File: src/rtl/mips_pkg.sv
// RegDst encodings, fixed register indices and default widths shared by the
// write-back destination queue and the control unit.
package mips_pkg;

  localparam int ADDR_W_DEF = 5;

  localparam logic [2:0] REGDST_RT = 3'b000;
  localparam logic [2:0] REGDST_RD = 3'b001;
  localparam logic [2:0] REGDST_RA = 3'b010;
  localparam logic [2:0] REGDST_SP = 3'b011;
  localparam logic [2:0] REGDST_FP = 3'b100;

  localparam int RA = 31;
  localparam int SP = 29;
  localparam int FP = 30;

endpackage

File: src/rtl/regdst_fifo.sv
// Generic DEPTH x W synchronous FIFO; head visible the cycle after the push edge.
// Push is ignored when full and pop when empty; the head holds its last popped value while empty.
module regdst_fifo #(
  parameter int DEPTH = 4,
  parameter int W     = 5
) (
  input  logic                     i_clk,
  input  logic                     i_rst_n,
  input  logic                     i_flush,
  input  logic                     i_push,
  input  logic [W-1:0]             i_push_dat,
  input  logic                     i_pop,
  output logic [W-1:0]             o_head_dat,
  output logic [$clog2(DEPTH):0]   o_count,
  output logic                     o_full,
  output logic                     o_empty
);
  localparam int PTR_W = $clog2(DEPTH);
  localparam int CNT_W = PTR_W + 1;

  logic [W-1:0]     r_mem [DEPTH];
  logic [PTR_W-1:0] r_head;
  logic [PTR_W-1:0] r_tail;
  logic [CNT_W-1:0] r_count;
  logic [W-1:0]     r_last;
  logic             w_push;
  logic             w_pop;

  assign o_full     = (r_count == CNT_W'(DEPTH));
  assign o_empty    = (r_count == '0);
  assign o_count    = r_count;
  assign w_push     = i_push && !o_full;
  assign w_pop      = i_pop && !o_empty;
  // While empty, show the most recently popped entry rather than a stale slot.
  assign o_head_dat = o_empty ? r_last : r_mem[r_head];

  always_ff @(posedge i_clk or negedge i_rst_n) begin
    if (!i_rst_n) begin
      r_head  <= '0;
      r_tail  <= '0;
      r_count <= '0;
      r_last  <= '0;
      for (int i = 0; i < DEPTH; i++) r_mem[i] <= '0;
    end else if (i_flush) begin
      r_head  <= '0;
      r_tail  <= '0;
      r_count <= '0;
    end else begin
      if (w_push) begin
        r_mem[r_tail] <= i_push_dat;
        r_tail        <= r_tail + 1'b1;
      end
      if (w_pop) begin
        r_last <= r_mem[r_head];
        r_head <= r_head + 1'b1;
      end
      if (w_push && !w_pop)      r_count <= r_count + CNT_W'(1);
      else if (w_pop && !w_push) r_count <= r_count - CNT_W'(1);
    end
  end

endmodule

File: src/rtl/regdst_queue.sv
// Decodes RegDst into a register index, queues pending write-backs and tracks per-register busy.
// Entry reaches wb_dest one cycle after the push edge; sel_ready = !full, independent of wb_ready.
module regdst_queue
  import mips_pkg::*;
#(
  parameter int ADDR_W = ADDR_W_DEF,
  parameter int SEL_W  = 3,
  parameter int DEPTH  = 4,
  parameter int RA_IDX = RA,
  parameter int SP_IDX = SP,
  parameter int FP_IDX = FP
) (
  input  logic                   clk,
  input  logic                   reset,
  input  logic                   flush,
  input  logic                   sel_valid,
  output logic                   sel_ready,
  input  logic [SEL_W-1:0]       reg_dst,
  input  logic [ADDR_W-1:0]      in_rt,
  input  logic [ADDR_W-1:0]      in_rd,
  output logic                   sel_err,
  output logic                   wb_valid,
  input  logic                   wb_ready,
  output logic [ADDR_W-1:0]      wb_dest,
  input  logic [ADDR_W-1:0]      q_rs,
  input  logic [ADDR_W-1:0]      q_rt,
  output logic                   rs_busy,
  output logic                   rt_busy,
  output logic [$clog2(DEPTH):0] count
);
  localparam int CNT_W = $clog2(DEPTH) + 1;
  localparam int NREG  = 2 ** ADDR_W;

  logic [ADDR_W-1:0] w_idx;
  logic              w_legal;
  logic              w_full;
  logic              w_empty;
  logic              w_accept;
  logic              w_push;
  logic              w_pop;
  logic [NREG-1:0]   w_inc;
  logic [NREG-1:0]   w_dec;
  logic [CNT_W-1:0]  r_pend [NREG];
  logic              r_sel_err;

  always_comb begin
    w_legal = 1'b1;
    w_idx   = '0;
    case (reg_dst)
      SEL_W'(REGDST_RT): w_idx = in_rt;
      SEL_W'(REGDST_RD): w_idx = in_rd;
      SEL_W'(REGDST_RA): w_idx = ADDR_W'(RA_IDX);
      SEL_W'(REGDST_SP): w_idx = ADDR_W'(SP_IDX);
      SEL_W'(REGDST_FP): w_idx = ADDR_W'(FP_IDX);
      default:           w_legal = 1'b0;
    endcase
  end

  assign sel_ready = !w_full;
  assign wb_valid  = !w_empty;
  assign w_accept  = sel_valid && !w_full && !flush;
  assign w_push    = w_accept && w_legal;
  assign w_pop     = wb_valid && wb_ready && !flush;
  assign sel_err   = r_sel_err;

  regdst_fifo #(
    .DEPTH (DEPTH),
    .W     (ADDR_W)
  ) u_fifo (
    .i_clk      (clk),
    .i_rst_n    (reset),
    .i_flush    (flush),
    .i_push     (w_push),
    .i_push_dat (w_idx),
    .i_pop      (w_pop),
    .o_head_dat (wb_dest),
    .o_count    (count),
    .o_full     (w_full),
    .o_empty    (w_empty)
  );

  // Register 0 is hardwired, so it never becomes busy.
  always_comb begin
    w_inc = '0;
    w_dec = '0;
    if (w_push) w_inc[w_idx]   = 1'b1;
    if (w_pop)  w_dec[wb_dest] = 1'b1;
    w_inc[0] = 1'b0;
    w_dec[0] = 1'b0;
  end

  always_ff @(posedge clk or negedge reset) begin
    if (!reset) begin
      for (int i = 0; i < NREG; i++) r_pend[i] <= '0;
    end else if (flush) begin
      for (int i = 0; i < NREG; i++) r_pend[i] <= '0;
    end else begin
      for (int i = 0; i < NREG; i++) begin
        if (w_inc[i] && !w_dec[i])      r_pend[i] <= r_pend[i] + CNT_W'(1);
        else if (w_dec[i] && !w_inc[i]) r_pend[i] <= r_pend[i] - CNT_W'(1);
      end
    end
  end

  always_ff @(posedge clk or negedge reset) begin
    if (!reset) r_sel_err <= 1'b0;
    else        r_sel_err <= w_accept && !w_legal;
  end

  assign rs_busy = (r_pend[q_rs] != '0);
  assign rt_busy = (r_pend[q_rt] != '0);

endmodule

File: config.mk
export PLATFORM = sky130hd
export DESIGN_NAME = regdst_queue
export DESIGN_NICKNAME = d
export VERILOG_FILES = /design/src/rtl/mips_pkg.sv /design/src/rtl/regdst_fifo.sv /design/src/rtl/regdst_queue.sv
export SDC_FILE = /design/constraint.sdc
export NUM_CORES = 1
export LEC_CHECK = 0
export ABC_AREA = 0
export CAP_MARGIN = 20
export CORE_ASPECT_RATIO = 1.2
export CORE_MARGIN = 2
export CORE_UTILIZATION = 50
export DETAILED_ROUTE_END_ITERATION = 8
export PLACE_DENSITY = 0.79
export SLEW_MARGIN = 20
export SYNTH_ARGS = -nofsm -noshare
export SYNTH_HDL_FRONTEND = slang
export SYNTH_SLANG_ARGS = --single-unit
File: constraint.sdc
create_clock -name clk -period 4.8 [get_ports clk]
set_input_delay 0.96 -clock clk [delete_from_list [all_inputs] [get_ports clk]]
set_output_delay 0.96 -clock clk [all_outputs]
set_load 0.01 [all_outputs]
Yosys cells after proc, flatten, opt, wreduce, memory -nomap -nowiden
Cells that the tools add are included.
{ "totals": {"romBits": 0, "in_bits": 28, "mem_count": 0, "register_bits": 126, "out_inout_bits": 13, "elab_cells": 400, "ram_bits": 0, "latch_bits": 0} }
{ "classes": {"eq_ne": 5, "reduce_logical": 184, "n_div": 0, "shifts": 0, "n_lt_le_gt_ge": 9, "add_sub_neg": 66, "n_bitwise": 5, "n_mul": 0, "n_mux": 91} }
{ "op_table": {"columns": ["cell", "count"], "rows": [
  ["3-bit 2-to-1 mux", 69],
  ["3-bit nonzero test", 34],
  ["3-bit by 1-bit adder with 3-bit output (second input constant)", 32],
  ["3-bit by 1-bit subtractor with 3-bit output (second input constant)", 32],
  ["93-bit 2-to-1 mux", 1],
  ["1-bit logical AND", 75],
  ["1-bit logical NOT", 68],
  ["32-bit 2-to-1 mux", 2],
  ["3-bit binary-select mux with 5-bit select", 2],
  ["5-bit case mux with 5 select lines", 1],
  ["20-bit bitwise mux", 1],
  ["5-bit 2-to-1 mux", 4],
  ["6-bit >= comparator (second input constant)", 2],
  ["5-bit by 6-bit less-than comparator with 1-bit output (second input constant)", 2],
  ["5-bit inverter with 6-bit output", 2],
  ["5-bit binary-select mux with 2-bit select", 1],
  ["1-bit demux with 5-bit select", 2],
  ["5-bit demux with 2-bit select", 1],
  ["5-bit by 1-bit >= comparator with 1-bit output (second input constant)", 2],
  ["2-bit 2-to-1 mux", 4],
  ["3-bit by 2-bit equality test with 1-bit output (second input constant)", 2],
  ["3-bit equality test (second input constant)", 2],
  ["3-bit >= comparator (second input constant)", 2],
  ["3-bit logical NOT", 2],
  ["9 further kinds", 15]
]} }

Depth between registers and ports, before layout
Gate-level depths: netlist of the first run.
{ "logic_depth": {"ltp_word": 14, "mapped_depth": 13, "mapped_depth_nobuf": 11} }

Cells and area by module
A second synthesis of the first run with hierarchy kept.
{ "hier_totals": {"cells_unflattened": 1497, "hier_area_um2": 11648.7} }
{ "modules_own_cells": {"columns": ["module", "instances", "seq_area_each_um2", "area_per_inst_um2", "cells_per_inst"], "rows": [
  ["regdst_queue", 1, 2352.3, 9858.2, 1369],
  ["regdst_fifo", 1, 800.8, 1790.5, 128]
]} }

Worst setup path before layout of the first run
OpenSTA, ideal clock, no wires.
{ "synth_path": {"path_kind": "input-to-reg", "from": "input port reg_dst[1]", "to": "register r_pend[65] in the netlist's numbering", "setup_slack_ns": 0.893, "t_arrival_ns": 3.783, "setup_time_ns": 0.125, "path_buffers": 3, "required_ns": 4.675, "cell_stages": 12, "cell_sequence": "buf_2 or2_2 and2_1 clkbuf_1 a21oi_1 buf_2 nor2_1 and2_1 fa_1 or3_1 mux2i_1 mux2_2"} }
{ "synth_via": {"elab_chain_len": 10, "elab_cells_between_ends": 21, "cone_classes": "order compare: 2; eq/ne: 4; mux: 7; reduce/logical: 8"} }
{ "synth_lines": {"columns": ["item", "line", "text"], "rows": [
  ["start, declared", "regdst_queue.sv:18", "input logic [SEL_W-1:0] reg_dst,"],
  ["3-bit equality test (tied with other cells)", "regdst_queue.sv:49", "case (reg_dst)"],
  ["5-bit case mux with 5 select lines", "regdst_queue.sv:49", null],
  ["5-bit by 6-bit less-than comparator with 1-bit output (not written as such) / 5-bit by 1-bit >= comparator with 1-bit output (equally long branches)", "regdst_queue.sv:86", "if (w_push) w_inc[w_idx] = 1'b1;"],
  ["1-bit logical AND (not written as such)", "regdst_queue.sv:86", null],
  ["1-bit 2-to-1 mux (not written as such)", "regdst_queue.sv:86", null],
  ["1-bit demux with 5-bit select", "regdst_queue.sv:86", null],
  ["32-bit 2-to-1 mux *", "regdst_queue.sv:86", null],
  ["1-bit logical AND / 1-bit logical NOT (equally long branches)", "regdst_queue.sv:99, regdst_queue.sv:100", null],
  ["3-bit 2-to-1 mux / 1-bit logical AND (equally long branches)", "regdst_queue.sv:99, regdst_queue.sv:100", null],
  ["93-bit 2-to-1 mux / 3-bit nonzero test (equally long branches)", null, null],
  ["end signal, assigned by index", "regdst_queue.sv:99", "if (w_inc[i] && !w_dec[i]) r_pend[i] <= r_pend[i] + CNT_W'(1);"],
  ["end signal, assigned by index", "regdst_queue.sv:100", "else if (w_dec[i] && !w_inc[i]) r_pend[i] <= r_pend[i] - CNT_W'(1);"],
  ["end, declared", "regdst_queue.sv:43", "logic [CNT_W-1:0] r_pend [NREG];"]
]} }
Mark *: on every way between the ends. The rest lies on a longest branch, timed or not.
A chain may end at the register's enable or synchronous reset.

Final worst setup path of the first run
{ "layout_path": {"from": "input port q_rt[1]", "to": "output port rt_busy"} }
{ "layout_via": {"elab_chain_len": 5} }
{ "layout_lines": {"columns": ["item", "line", "text"], "rows": [
  ["start, declared", "regdst_queue.sv:26", "input logic [ADDR_W-1:0] q_rt,"],
  ["5-bit inverter with 6-bit output (not written as such)", "regdst_queue.sv:111", "assign rt_busy = (r_pend[q_rt] != '0);"],
  ["3-bit binary-select mux with 5-bit select", "regdst_queue.sv:111", null],
  ["3-bit 2-to-1 mux (not written as such) (2 in a row)", "regdst_queue.sv:111", null],
  ["3-bit nonzero test", "regdst_queue.sv:111", null],
  ["end, declared", "regdst_queue.sv:28", "output logic rt_busy,"]
]} }
Every way passes these cells. The select of a mux whose other input is x is not followed.

==> flow_summary.toml, run 1 <==
[outcome]
status = "complete, no violations"

[power]
p_sw_frac = 0.347
ir_worst_vdd_uv = 396
internal_power_w = 0.00252
p_per_area_mw_per_mm2 = 368
power.switching_w = 0.00134
pwr-share-seq = 0.352
total_leakage_power_nw = 4.36
power_frac_clock = 0.319
p_comb_frac = 0.329

[grt]
grt_usage = 0.246
antenna_found_initial = 0
grt_max_degree = 73
grt_pass1_wl_um = 37900
grt_overflow = 0
grt_pass1_vias = 7580

[route]
drcViolationCount = 0
drt-initial-drc-count = 575
vias_per_cell = 5.93
drt-wirelength-per-cell_um = 18.0
num_vias = 7405
met2RoutedLength_um = 11200
firstDrtPassIters = 5
routed_wirelength_um = 22500
m1WireLength_um = 9340
routed.top_layer = "met4"
met3WireLength_um = 1260
postRouteAntennaNets = 0

[layout]
diodes = 0
mostFrequentLayoutCells = "126 x dfrtp_1, 121 x nor2_1, 78 x mux2i_1, 72 x inv_1, 60 x nor3_1"
finalNetCount = 1076
drive_above_1_share = 0.145
final_core_util = 0.578
layout_commonest_cell = "dfrtp_1"
nFillCells = 1534
fin_area_mm2 = 0.0105
syn_to_final_growth_pct = 13.0

[critical_path]
end_kind = "output pin"
critical_path.slowest_cell = "clkdlybuf4s50_1"
crit_fanout = 17
timing.critical_path.buf_inv = 2
critPathKind = "in2out"
crit_chain = "clkdlybuf4s50_1 > nor4_1 > a21oi_1 > a211oi_1 > a31oi_1 > mux4_2 > clkdlybuf4s50_1"
crit_cells = 7
crit_path_start = "q_rt[1]"
critPathTopFamily = "buffers and inverters"
worstRegToRegCells = 10
crit_top_cell = "clkdlybuf4s50_1"
start_kind = "input port"
r2r_start = "u_fifo.o_count[2]$_DFFE_PN0P_"
worst-endpoint-required_ns = 3.84
cp.arrival_ns = 3.47
max_stage_delay_ns = 0.73

[sta]
post-route-period-util = 0.923
hold_viol = 0
setup_violations = 0
relSlewSlack = 0.328
skew_ns = 0.00717
slew_violations = 0
whs_ns = 0.474
clock.fmax_mhz = 226
tightest_slew_ns = 1.00
rsz0062_at_grt = "no"
fin_tns_setup_ns = 0
layout_min_cycle_time_ns = 4.43

[clock_network]
insertion_delay_ns = 0.42
root_buffer = "clkbuf_16"
postCtsSetupBuffers = 0
h-tree-depth = 4
cts_buffer_depth = 2
cts.clk_slew.worst_paths_ns = 0.05
cts.sinks = 126
cts_resized = 0
hold_buffers = 0
cts_buffers = 17
cts_tree = "built"

[die]
rows = 54
die_area_mm2 = 0.0197
io_pins = 41
start_util = 0.512
die_h_um = 153
die_w_um = 128
core-area_mm2 = 0.0182

[min_path]
min_path_cells = 1
min_from = "r_pend[17]$_DFFE_PN0P_"
holdCritPathClass = "reg2reg"

[synthesis]
syn-cell-area_mm2 = 0.00930
synth-edff-count = 0
synth_nets = 1040
syn-instance-count = 976
synth_top_flop_cell = "dfrtp_1"
synth_top_area_cell = "dfrtp_1"
syn_avg_cell_area_um2 = 9.53
synth-seq-area-share = 0.339
synth-async-reset-ratio = 1.00
yosys_warnings = 0
ys_top_cells_by_area = "dfrtp_1 34%, mux2i_1 8.4%, fa_1 6.9%"
yosys.cell_types.count = 71
synth-seq-cells = 126
synth_top_area_frac = 0.339

[job]
maxCapViolations = 0

[place]
post-dp-hpwl_um = 16600
port_buffers = 40
gp_congestion = 0.871
place_area_mm2 = 0.00995
-- cells in the mapped netlist (3+ instances only) --
library cell / count
nor3b_1: 3
a21boi_0: 3
mux2i_1: 78
nand2b_1: 51
nor3_1: 60
inv_1: 72
xnor2_1: 20
nand4_1: 9
o2111ai_1: 3
a311oi_1: 3
a21o_1: 4
o21ai_2: 5
and2_1: 8
a21oi_1: 21
xor2_1: 8
nor2b_1: 24
o21ai_0: 36
o211a_1: 4
nand3_1: 9
buf_2: 12
fa_1: 32
dfrtp_1: 126
ha_1: 4
nor4_1: 10
or3_1: 22
nor2_1: 121
a211o_1: 3
a211oi_1: 15
buf_6: 3
clkbuf_1: 31
mux2_2: 52
nand2_1: 45
mux4_2: 17
or4_1: 4
a31oi_1: 3
nor2_2: 3
o21a_1: 8
-- registers in the layout, indices dropped and copies added, names as in the netlist --
register	cells
r_pend	93
u_fifo.r_head	2
u_fifo.r_tail	2
u_fifo.r_last	5
u_fifo.o_count	3
u_fifo.r_mem	20
sel_err	1
-- power by group through the flow --
stage / registers (W) / clock network, W / logic, W
6_report: 0.00136 / 0.00123 / 0.00127
5_1_grt: 0.00138 / 0.00130 / 0.00139
4_1_cts: 0.00136 / 0.00125 / 0.00127
3_5_place_dp: 0.00137 / 0 / 0.00126
3_3_place_gp: 0.00137 / 0 / 0.00122
2_1_floorplan: 0.00132 / 0 / 0.000869
-- per-stage QoR --
stage,total power [W],std cells,setup slack [ns]
final,0.00386,1249,0.371
after global routing,0.00407,1249,0.251
after CTS,0.00387,1249,0.424
after detailed placement,0.00263,1217,0.383
after global placement,0.00259,1217,0.436
after floorplan,0.00218,976,0.893
-- path summary, 6_finish.rpt --
kind | endpoint | slack, ns
worst max register to register | r_pend[50]$_DFFE_PN0P_ | 0.99
worst min register to register | r_pend[17]$_DFFE_PN0P_ | 0.47
worst max-delay path | rt_busy | 0.37
worst min-delay path | r_pend[17]$_DFFE_PN0P_ | 0.47
max in group asynchronous | r_pend[1]$_DFFE_PN0P_ | 3.19
min in group asynchronous | r_pend[85]$_DFFE_PN0P_ | 0.64
-- metal layers --
| layer | global-route usage | vias up |
|---|---|---|
| li1 | - | 3485 |
| met1 | 0.305 | 3645 |
| met2 | 0.411 | 226 |
| met3 | 0.0592 | 49 |
| met4 | 0.0979 | 0 |
| met5 | 0 | - |
-- kinds of logic (layout without fill, tap and decap cells) --
kind of cell	after synthesis	in the layout	synth area share
simple gates	389	389	0.219
mux	148	148	0.191
compound gates	131	131	0.0986
flops	126	126	0.339
buf+inv	118	167	0.0517
fa+ha+maj	36	36	0.0743
xor+xnor	28	28	0.0264
-- area by class of cell --
class | instances | area, µm² | area share
inverters | 72 | 270 | 0.0257
flip-flops and latches | 126 | 3150 | 0.300
well taps | 224 | 280 | 0.0267
repair buffers | 63 | 581 | 0.0553
clock buffers | 25 | 495 | 0.0472
clock inverters | 7 | 60.1 | 0.00572
multi-input cells | 732 | 5660 | 0.539
(Power assumes the default switching activity.)
==> run 2: changes to the inputs <==
Settings changed: CORE_UTILIZATION 50 to 51, CTS_BUF_LIST set to sky130_fd_sc_hd__clkbuf_4, GPL_ROUTABILITY_DRIVEN set to 0, PLACE_DENSITY 0.79 to 0.8.
==> flow_summary.toml, run 2 (synthesis gave the netlist of run 1 again) <==
[clock_network]
hold_buffers = 0
postCtsSetupBuffers = 0
cts_buffer_depth = 2
cts_resized = 0
insertion_delay_ns = 0.58
root_buffer = "clkbuf_4"
cts_tree = "built"
cts.sinks = 126
cts.clk_slew.worst_paths_ns = 0.10
h-tree-depth = 4
cts_buffers = 17

[sta]
relSlewSlack = 0.274
rsz0062_at_grt = "no"
setup_slack_ns = 0.441
clock.fmax_mhz = 229
skew_ns = 0.0251
tightest_slew_ns = 1.09
layout_min_cycle_time_ns = 4.36
slew_violations = 0
post-route-period-util = 0.908
fin_tns_setup_ns = 0
hold_viol = 0
setup_violations = 0
whs_ns = 0.493

[min_path]
min_from = "u_fifo.r_mem[10]$_DFFE_PN0P_"
holdCritPathClass = "reg2reg"
min_path_cells = 2
worstHoldEndpoint = "u_fifo.r_mem[10]$_DFFE_PN0P_"

[place]
port_buffers = 40
post-place-ws_ns = 0.370
post-dp-hpwl_um = 16400
place_area_mm2 = 0.00995

[layout]
finalNetCount = 1078
largestRegisters = "r_pend (93), u_fifo.r_mem (20), u_fifo.r_last (5)"
final_core_util = 0.564
fin_area_mm2 = 0.0102
syn_to_final_growth_pct = 9.34
drive_above_1_share = 0.145
regMostFlops = "r_pend"
largest_register_ffs = 93
mostFrequentLayoutCells = "126 x dfrtp_1, 121 x nor2_1, 78 x mux2i_1, 72 x inv_1, 60 x nor3_1"
layout_commonest_cell = "dfrtp_1"
diodes = 0

[critical_path]
crit_fanout = 17
worst-endpoint-required_ns = 3.84
crit_top_cell = "clkdlybuf4s50_1"
crit_chain = "clkdlybuf4s50_1 > nor4_1 > a21oi_1 > a211oi_1 > a31oi_1 > mux4_2 > clkdlybuf4s50_1"
r2r_end = "r_pend[14]$_DFFE_PN0P_"
max_stage_delay_ns = 0.71
cp.arrival_ns = 3.40
critPathTopFamily = "buffers and inverters"
critPathKind = "in2out"
start_kind = "input port"
regToRegSetupSlack_ns = 1.04
end_kind = "output pin"
timing.critical_path.buf_inv = 2
critical_path.slowest_cell = "clkdlybuf4s50_1"
worstRegToRegCells = 8
r2r_start = "u_fifo.r_head[0]$_DFFE_PN0P_"

[grt]
grt_overflow = 0
grt_max_degree = 120
grt_pass1_vias = 7217
grt_pass1_wl_um = 36000
antenna_found_initial = 0
grt_usage = 0.235

[die]
die_h_um = 152
io_pins = 41
rows = 54
die_w_um = 127
start_util = 0.515
die_area_mm2 = 0.0193
core-area_mm2 = 0.0180

[power]
pwr-share-seq = 0.415
ir_worst_vdd_uv = 362
power.switching_w = 0.00127
p_per_area_mw_per_mm2 = 322
internal_power_w = 0.00201
p_sw_frac = 0.387
p_comb_frac = 0.387
power_frac_clock = 0.197
total_leakage_power_nw = 4.21

[route]
postRouteAntennaNets = 0
drt-initial-drc-count = 609
num_vias = 7425
drcViolationCount = 0
routed_wirelength_um = 21900
firstDrtPassIters = 5
vias_per_cell = 5.94
drt-wirelength-per-cell_um = 17.5

[job]
maxCapViolations = 0

[outcome]
status = "complete, no violations"
## run 2: cell types whose count changed in the layout (fill, tap and decap cells not counted), sizes merged
cell,previous run,this run
clkbuf,25,18
buf,25,27
clkinv,6,11
## run 2: worst register-to-register path: cells and delay by family (launching register included)
kind / cells / cell delay (ns)
DFF: 1 / 0.70
adders and majority gates: 1 / 0.41
and+or+nand+nor: 3 / 0.88
muxes: 3 / 1.25
AOI/OAI and AO/OA: 1 / 0.43
## run 2: layout make-up
class / instances / area [µm²]
Multi-Input combinational cell: 732 / 5660
Inverter: 72 / 270
Clock inverter: 12 / 80.1
Tap cell: 224 / 280
Fill cell: 1566 / 7870
Timing Repair Buffer: 65 / 583
Clock buffer: 18 / 135
Sequential cell: 126 / 3150
## run 2: routing by layer
metal | GRT usage | up-vias | share of wire
met5 | 0 | - | 0
met4 | 0.0827 | 0 | 0.026
met3 | 0.0391 | 47 | 0.046
met2 | 0.387 | 198 | 0.49
met1 | 0.314 | 3701 | 0.44
li1 | - | 3479 | -
## run 2: through the flow
step                      power [W]  instances
after floorplan             0.00218        976
after global placement      0.00261       1219
after detailed placement    0.00264       1219
final                       0.00328       1249
after global routing        0.00346       1249
after CTS                   0.00328       1249
## run 2: power by group through the flow
stage	sequential, W	clock (W)	combinational, W
after floorplan	0.00132	0	0.000869
after global placement	0.00137	0	0.00123
after detailed placement	0.00138	0	0.00126
after CTS	0.00136	0.000659	0.00127
after global routing	0.00138	0.000705	0.00138
final	0.00136	0.000647	0.00127
## run 2: how the worst max path moves through the flow
stage | slack, ns | end | start | depth (start not counted)
finish | 0.44 | rt_busy | q_rt[1] | 7
global route | 0.24 | rt_busy | q_rt[1] | 7
CTS | 0.42 | rt_busy | q_rt[1] | 7
detailed placement | 0.37 | r_pend[50]$_DFFE_PN0P_ | reg_dst[0] | 10
global placement | 0.42 | rt_busy | q_rt[1] | 7
floorplan | 0.89 | r_pend[65]$_DFFE_PN0P_ | reg_dst[1] | 12
==> run 3: changes to the inputs <==
Settings changed: GPL_TIMING_DRIVEN set to 0.
==> flow_summary.toml, run 3 (synthesis gave the netlist of run 1 again) <==
[outcome]
status = "complete, no violations"

[critical_path]
r2r_start = "u_fifo.r_head[0]$_DFFE_PN0P_"
crit_fanout = 19
critPathKind = "in2out"
worst-endpoint-required_ns = 3.84
end_kind = "output pin"
start_kind = "input port"
crit_path_start = "q_rs[1]"
cp.arrival_ns = 3.62

[route]
drcViolationCount = 0
drt-wirelength-per-cell_um = 19.5
num_vias = 7694
drt-initial-drc-count = 551
routed_wirelength_um = 24700
firstDrtPassIters = 5
postRouteAntennaNets = 0
vias_per_cell = 6.06

[clock_network]
cts_buffer_depth = 2
hold_buffers = 0
postCtsSetupBuffers = 0
root_buffer = "clkbuf_4"
cts_tree = "built"
insertion_delay_ns = 0.58
cts_buffers = 17
h-tree-depth = 4
cts.clk_slew.worst_paths_ns = 0.11
cts.sinks = 126

[layout]
nFillCells = 1540
regMostFlops = "r_pend"
stdcell_count = 1269
largest_register_ffs = 93
drive_above_1_share = 0.137
syn_to_final_growth_pct = 10.4
largestRegisters = "r_pend (93), u_fifo.r_mem (20), u_fifo.r_last (5)"
layout_commonest_cell = "dfrtp_1"
fin_area_mm2 = 0.0103
mostFrequentLayoutCells = "126 x dfrtp_1, 121 x nor2_1, 78 x mux2i_1, 72 x inv_1, 60 x nor3_1"
finalNetCount = 1095

[sta]
relSlewSlack = 0.356
post-route-period-util = 0.953
tightest_slew_ns = 0.959
setup_violations = 0
skew_ns = 0.0164
fin_tns_setup_ns = 0
hold_viol = 0
rsz0062_at_grt = "no"
clock.fmax_mhz = 219
slew_violations = 0
layout_min_cycle_time_ns = 4.58

[die]
die_w_um = 127
core-area_mm2 = 0.0180
die_h_um = 152
io_pins = 41
die_area_mm2 = 0.0193
rows = 54
start_util = 0.515

[power]
total_leakage_power_nw = 4.20
p_per_area_mw_per_mm2 = 336
ir_worst_vdd_uv = 326

[place]
port_buffers = 36
post-dp-hpwl_um = 18400
place_area_mm2 = 0.00998
dp_cells = 1237

[grt]
grt_usage = 0.266
grt_overflow = 0
grt_pass1_wl_um = 40100
grt_max_degree = 78
grt_pass1_vias = 7718
antenna_found_initial = 1

[job]
maxCapViolations = 0

[min_path]
holdCritPathClass = "in2async"
## run 3: timing repair
item                                   CTS  global route
pin swaps                                0             0
endpoints found under the hold margin    0             0
gates cloned                             0             0
gates resized for setup                  1             0
setup endpoints to repair                1             1
## run 3: routing by layer
metal / part of all wire / up-vias / wire length, µm / global-route usage
met4: 0.051 / 0 / 1250 / 0.137
met5: 0 / - / 0 / 0
met2: 0.48 / 317 / 11800 / 0.433
met1: 0.40 / 3777 / 9780 / 0.332
li1: - / 3519 / - / -
met3: 0.077 / 81 / 1890 / 0.0613
## run 3: worst paths after layout
kind	to	slack, ns	cells past startpoint
worst min register to register	r_pend[17]$_DFFE_PN0P_	0.48	1
worst min-delay path	r_pend[36]$_DFFE_PN0P_	0.27	1
worst max-delay path	rs_busy	0.22	9
min in group clk	r_pend[17]$_DFFE_PN0P_	0.48	1
max in group asynchronous	r_pend[12]$_DFFE_PN0P_	3.78	2
worst max register to register	r_pend[59]$_DFFE_PN0P_	0.88	9
## run 3: per-stage QoR
step                hold slack, ns  power [W]  worst slack, ns   util
floorplan                    0.445    0.00218            0.893      -
global placement             0.459    0.00262            -2.45  0.551
detailed placement           0.470    0.00266           -0.197  0.553
CTS                          0.282    0.00344           0.0222  0.569
finish                       0.272    0.00345            0.224  0.569
global route                 0.280    0.00363           0.0749  0.569
## run 3: area by class of cell
cell class	instances	area [µm²]	share of cell area
repair buffers	37	393	0.0383
well taps	224	280	0.0273
clock buffers	18	135	0.0132
inverters	72	270	0.0263
diodes	1	2.50	0.000244
multi-input cells	732	5670	0.553
plain buffers	45	208	0.0202
clock inverters	14	150	0.0146
flip-flops and latches	126	3150	0.307
## run 3: critical path, cell delays in order
cell and delay (ns):
clkdlybuf4s50_1 0.60, clkbuf_2 0.43, nor4_1 0.10, a211oi_1 0.27, a211oi_1 0.11, a211oi_1 0.24
a31oi_1 0.10, a21oi_1 0.23, clkdlybuf4s50_1 0.57
## run 3: power by group
part / total (W) / internal, W / switching (W)
Sequential: 0.00134 / 0.00120 / 0.000139
Clock: 0.000788 / 0.000355 / 0.000432
Combinational: 0.00132 / 0.000563 / 0.000762
